==> src/rtl/axi_rd_arbiter.sv <==
// Two-requester AXI read arbiter: round-robin grant of a shared AR/R channel,
// one outstanding burst, with beat counting and sticky protocol-error flag.
module axi_rd_arbiter #(
  parameter int unsigned C_M_AXI_ADDR_WIDTH = 32,
  parameter int unsigned C_M_AXI_DATA_WIDTH = 32
) (
  input  logic                          CLK,
  input  logic                          RSTN,
  input  logic [C_M_AXI_ADDR_WIDTH-1:0] S0_ARADDR,
  input  logic [7:0]                    S0_ARLEN,
  input  logic                          S0_ARVALID,
  output logic                          S0_ARREADY,
  output logic [C_M_AXI_DATA_WIDTH-1:0] S0_RDATA,
  output logic [1:0]                    S0_RRESP,
  output logic                          S0_RLAST,
  output logic                          S0_RVALID,
  input  logic                          S0_RREADY,
  input  logic [C_M_AXI_ADDR_WIDTH-1:0] S1_ARADDR,
  input  logic [7:0]                    S1_ARLEN,
  input  logic                          S1_ARVALID,
  output logic                          S1_ARREADY,
  output logic [C_M_AXI_DATA_WIDTH-1:0] S1_RDATA,
  output logic [1:0]                    S1_RRESP,
  output logic                          S1_RLAST,
  output logic                          S1_RVALID,
  input  logic                          S1_RREADY,
  output logic [C_M_AXI_ADDR_WIDTH-1:0] M_AXI_ARADDR,
  output logic [7:0]                    M_AXI_ARLEN,
  output logic                          M_AXI_ARVALID,
  input  logic                          M_AXI_ARREADY,
  output logic                          M_AXI_ARID,
  output logic [2:0]                    M_AXI_ARSIZE,
  output logic [1:0]                    M_AXI_ARBURST,
  output logic [1:0]                    M_AXI_ARLOCK,
  output logic [3:0]                    M_AXI_ARCACHE,
  output logic [2:0]                    M_AXI_ARPROT,
  output logic [3:0]                    M_AXI_ARQOS,
  output logic                          M_AXI_ARUSER,
  input  logic [C_M_AXI_DATA_WIDTH-1:0] M_AXI_RDATA,
  input  logic [1:0]                    M_AXI_RRESP,
  input  logic                          M_AXI_RLAST,
  input  logic                          M_AXI_RVALID,
  output logic                          M_AXI_RREADY,
  output logic                          GRANT,
  output logic                          BUSY,
  output logic                          ERR
);

  typedef enum logic [1:0] {IDLE, ADDR, DATA} state_t;

  state_t                          state, state_nxt;
  logic                            grant, grant_nxt;
  logic                            last_grant, last_grant_nxt;
  logic                            arvalid, arvalid_nxt;
  logic [C_M_AXI_ADDR_WIDTH-1:0]   araddr, araddr_nxt;
  logic [7:0]                      arlen, arlen_nxt;
  logic [7:0]                      beat_cnt, beat_cnt_nxt;
  logic                            busy, busy_nxt;
  logic                            err, err_nxt;
  logic                            winner;
  logic                            r_ready;
  logic                            r_hs;

  // Fixed AR sideband: single ID, 32-bit beats, INCR, normal access
  assign M_AXI_ARID    = 1'b0;
  assign M_AXI_ARSIZE  = 3'b010;
  assign M_AXI_ARBURST = 2'b01;
  assign M_AXI_ARLOCK  = 2'b00;
  assign M_AXI_ARCACHE = 4'b0011;
  assign M_AXI_ARPROT  = 3'b000;
  assign M_AXI_ARQOS   = 4'b0000;
  assign M_AXI_ARUSER  = 1'b0;

  assign M_AXI_ARADDR  = araddr;
  assign M_AXI_ARLEN   = arlen;
  assign M_AXI_ARVALID = arvalid;
  assign GRANT         = grant;
  assign BUSY          = busy;
  assign ERR           = err;

  // Handshake steering follows the current owner; data/resp/last fan out to both
  assign S0_ARREADY = (state == ADDR) && M_AXI_ARREADY && !grant;
  assign S1_ARREADY = (state == ADDR) && M_AXI_ARREADY &&  grant;
  assign r_ready    = (state == DATA) && (grant ? S1_RREADY : S0_RREADY);
  assign M_AXI_RREADY = r_ready;
  assign S0_RVALID  = (state == DATA) && M_AXI_RVALID && !grant;
  assign S1_RVALID  = (state == DATA) && M_AXI_RVALID &&  grant;
  assign S0_RDATA   = M_AXI_RDATA;
  assign S1_RDATA   = M_AXI_RDATA;
  assign S0_RRESP   = M_AXI_RRESP;
  assign S1_RRESP   = M_AXI_RRESP;
  assign S0_RLAST   = M_AXI_RLAST;
  assign S1_RLAST   = M_AXI_RLAST;

  assign r_hs   = (state == DATA) && M_AXI_RVALID && r_ready;
  // On contention the requester not served last time wins
  assign winner = (S0_ARVALID && S1_ARVALID) ? !last_grant : S1_ARVALID;

  always_ff @(posedge CLK or negedge RSTN) begin
    if (!RSTN) begin
      state      <= IDLE;
      grant      <= 1'b0;
      last_grant <= 1'b1;
      arvalid    <= 1'b0;
      araddr     <= '0;
      arlen      <= 8'd0;
      beat_cnt   <= 8'd0;
      busy       <= 1'b0;
      err        <= 1'b0;
    end else begin
      state      <= state_nxt;
      grant      <= grant_nxt;
      last_grant <= last_grant_nxt;
      arvalid    <= arvalid_nxt;
      araddr     <= araddr_nxt;
      arlen      <= arlen_nxt;
      beat_cnt   <= beat_cnt_nxt;
      busy       <= busy_nxt;
      err        <= err_nxt;
    end
  end

  always_comb begin
    state_nxt      = state;
    grant_nxt      = grant;
    last_grant_nxt = last_grant;
    arvalid_nxt    = arvalid;
    araddr_nxt     = araddr;
    arlen_nxt      = arlen;
    beat_cnt_nxt   = beat_cnt;
    err_nxt        = err;

    case (state)
      IDLE: begin
        if (M_AXI_RVALID) err_nxt = 1'b1;
        if (S0_ARVALID || S1_ARVALID) begin
          grant_nxt   = winner;
          araddr_nxt  = winner ? S1_ARADDR : S0_ARADDR;
          arlen_nxt   = winner ? S1_ARLEN  : S0_ARLEN;
          arvalid_nxt = 1'b1;
          state_nxt   = ADDR;
        end
      end
      ADDR: begin
        if (M_AXI_RVALID) err_nxt = 1'b1;
        if (M_AXI_ARREADY) begin
          arvalid_nxt    = 1'b0;
          beat_cnt_nxt   = 8'd0;
          last_grant_nxt = grant;
          state_nxt      = DATA;
        end
      end
      DATA: begin
        if (r_hs) begin
          beat_cnt_nxt = beat_cnt + 8'd1;
          // beat_cnt holds the index of the beat being accepted
          if (M_AXI_RLAST) begin
            state_nxt = IDLE;
            if (beat_cnt != arlen) err_nxt = 1'b1;
          end else if (beat_cnt == arlen) begin
            state_nxt = IDLE;
            err_nxt   = 1'b1;
          end
        end
      end
      default: state_nxt = IDLE;
    endcase

    busy_nxt = (state_nxt != IDLE);
  end

endmodule

==> config.mk <==
export PLATFORM = sky130hd
export DESIGN_NAME = axi_rd_arbiter
export DESIGN_NICKNAME = d
export VERILOG_FILES = /design/src/rtl/axi_rd_arbiter.sv
export SDC_FILE = /design/constraint.sdc
export NUM_CORES = 1
export LEC_CHECK = 0
export CAP_MARGIN = 20
export CORE_UTILIZATION = 25
export DETAILED_ROUTE_END_ITERATION = 10
export PLACE_DENSITY_LB_ADDON = 0.3
export SKIP_CTS_REPAIR_TIMING = 1
export SYNTH_ARGS = -nofsm -noshare
export SYNTH_HDL_FRONTEND = slang
export SYNTH_SLANG_ARGS = --single-unit
==> constraint.sdc <==
create_clock -name CLK -period 4.5 [get_ports CLK]
set_clock_uncertainty 0.1 [all_clocks]
set_input_delay 1.35 -clock CLK [delete_from_list [all_inputs] [get_ports CLK]]
set_output_delay 1.35 -clock CLK [all_outputs]
set_load 0.02 [all_outputs]
==> flow_metrics.tcl <==
set metrics [dict create \
    gp_congestion 0.6994 \
    setup-tns-final_ps 0 \
    drive_above_1_share_pct 5.060 \
    pre_cts_slack_ps 27.53 \
    p_sw_share_pct 38.17 \
    clkLatencyLatePin_ps 290 \
    antenna_found_initial 0 \
    ir_worst_vdd_mv 0.2456 \
    dr.first_iter.drc_count 48 \
    path_clk_slew_ps 70 \
    grt_max_degree 65 \
    max_slew_margin_pct 54.60 \
    status "completed" \
    p_comb_share_pct 48.9 \
    min_period_over_period_pct 97.62 \
    p_int_mw 1.580 \
    pin_count 262 \
    critPathCaptureType "output pin" \
    yosys_most_used_dff "dfrtp_1" \
    clock_path_buffers 2 \
    synth_top_area_share_pct 40.88 \
    cp_data_required_time_ps 3050 \
    hold_violations 0 \
    ys_ff_latch 55 \
    overflow 0 \
    synthArstFlopShare_pct 100.0 \
    yosysWarnings 0 \
    yosysTopAreaCell "dfrtp_1" \
    finalPower_mw 2.556 \
    cts_tree "done" \
    synthTopCellsByCount "buf_4, dfrtp_1, nand2_1" \
    avgSynthCellArea_um2 9.445 \
    switchingPower_mw 0.9758 \
    drv_cap 0 \
    worstSetupStartpointType "input port" \
    grt_use_total_pct 11.37 \
    max_freq_mhz 227.6 \
    postLayoutSetupSlackWorst_ps 107.1 \
    synthCells 350 \
    vias_per_cell 4.070 \
    areaGrowthSynthToFinish_pct 35.84 \
    root_buffer "clkbuf_16" \
    num_vias 2389 \
    start_util_pct 25.88 \
    hp-class "reg -> reg" \
    synth_cell_type_count 31 \
    worst_pin_slew_ps 679.2 \
    synth-edff-count 0 \
    slew_violations 0 \
    cts.sinks 55 \
    drc 0 \
    rsz0062_at_grt "false" \
    detail-route-antenna-nets 0 \
    core_um2 12770 \
    cts_buffers 5 \
    grt_pass1_wl_mm 11.94 \
    path_class "in -> out" \
    wl_per_cell_um 12.71 \
    seq_area_frac_synth_pct 41.67 \
    wl_mm 7.461 \
    h-tree-depth 2 \
    cp_max_fo 3 \
    fin_crit_ps 4393 \
    power_density_nw_per_um2 569.3 \
    netlist_area_um2 3306 \
    die_w_um 117.0 \
    first_pass_iters 4 \
    setup-violations-final 0 \
    die_h_um 117.0 \
    grt_pass1_vias 2392 \
    power_leakage_nw 1.938 \
    post-dp-hpwl_mm 5.865 \
    rows 41 \
    placed_cell_area_um2 4314 \
    p_clk_share_pct 17.7 \
    synth_most_common_cell "buf_4" \
    worstPathArrival_ps 2940 \
    seqPwrFrac_pct 33.3 \
    die_area_um2 13690 \
    postLayoutCellArea_um2 4491 \
    nNetsFinal 538 \
    io_buffer_count 139 \
    n_antenna_cell 0 \
    synth_area_leaders "dfrtp_1, buf_4, mux2i_1, o21ai_0, nand2_1" \
]
## metrics by stage
step                utilization [%]  std cells  hold WS (ps)
CTS                           35.14        587         386.3
global route                  35.16        587         409.7
finish                        35.16        587         379.2
global placement              33.77        579         360.3
detailed placement            33.77        579         369.7
floorplan                         -        368         391.5
## cells in the final DEF, fill, tap and decap left out, types with 2 or more instances in the layout
master           synthesis  layout
inv_1                    2       2
nand2_1                 48      48
clkdlybuf4s50_1          0     137
mux2i_1                 42      42
xnor2_1                  8       8
conb_1                   2      20
nand2b_1                 2       2
nand4_1                  6       6
buf_12                   0       2
clkbuf_16                0       5
buf_4                   92       3
o21ai_0                 45      44
nor2_1                  14      14
dfrtp_1                 54      54
xor2_1                   6       6
## worst paths after layout
| check | from | to | slack, ps | cells after the start |
|---|---|---|---|---|
| max in group asynchronous | RSTN | M_AXI_ARADDR[26]$_DFFE_PN0P_ | 2510 | 2 |
| min in group asynchronous | RSTN | beat_cnt[2]$_DFFE_PN0P_ | 970 | 1 |
| min reg2reg | M_AXI_ARADDR[18]$_DFFE_PN0P_ | M_AXI_ARADDR[18]$_DFFE_PN0P_ | 380 | 2 |
| min | M_AXI_ARADDR[18]$_DFFE_PN0P_ | M_AXI_ARADDR[18]$_DFFE_PN0P_ | 380 | 2 |
| max | M_AXI_ARREADY | S0_ARREADY | 110 | 5 |
| max reg2reg | last_grant$_DFFE_PN1P_ | M_AXI_ARLEN[3]$_DFFE_PN0P_ | 2670 | 4 |
## flip-flops by register name (all words and copies together), names as in the netlist
signal         cells
M_AXI_ARVALID      1
M_AXI_ARADDR      32
state              2
BUSY               1
beat_cnt           8
GRANT              1
ERR                1
last_grant         1
M_AXI_ARLEN        8
## logic make-up (layout without fill, tap and decap cells)
family                     count (synthesis)  count (layout)  share of synthesized area (%)
buffers and inverters                    107             154                          22.79
adders and majority gates                  1               1                         0.3784
xor gates and xnor gates                  14              14                          3.709
other                                      2              20                         0.2272
and+or+nand+nor                           78              78                          10.30
muxes                                     43              43                          13.06
AOI/OAI and AO/OA                         50              50                          7.873
DFF                                       55              55                          41.67
## worst max-delay path, cell delays in order
cell and delay, ps:
clkdlybuf4s50_1 480, inv_1 60, or2_2 320, nor2_1 120
clkdlybuf4s50_1 610
## power groups by stage
stage,Sequential [mW],Combinational [mW],Clock [mW]
after detailed placement,0.864,1.28,0
final,0.852,1.25,0.452
after global routing,0.888,1.37,0.501
after global placement,0.858,1.26,0
after CTS,0.857,1.28,0.475
after floorplan,1.07,0.536,0
## layout make-up
class / count / area [um^2]
clock buffers: 6 / 138.9
clock inverters: 2 / 35.03
fillers: 1310 / 8283
inverters: 2 / 7.507
multi-input cells: 206 / 1265
flip-flops and latches: 55 / 1378
well taps: 172 / 215.2
repair buffers: 144 / 1451
## per-layer routing
layer / up-vias / routed length, um / track usage [%] / share of wire [%]
li1: 1175 / - / - / -
met1: 1100 / 2980 / 13.19 / 40
met2: 102 / 3725 / 19.33 / 50
met3: 12 / 636 / 4.068 / 8.5
met4: 0 / 119 / 4.135 / 1.6
met5: - / 0 / 0 / 0
Power figures use the tool's default switching activity.
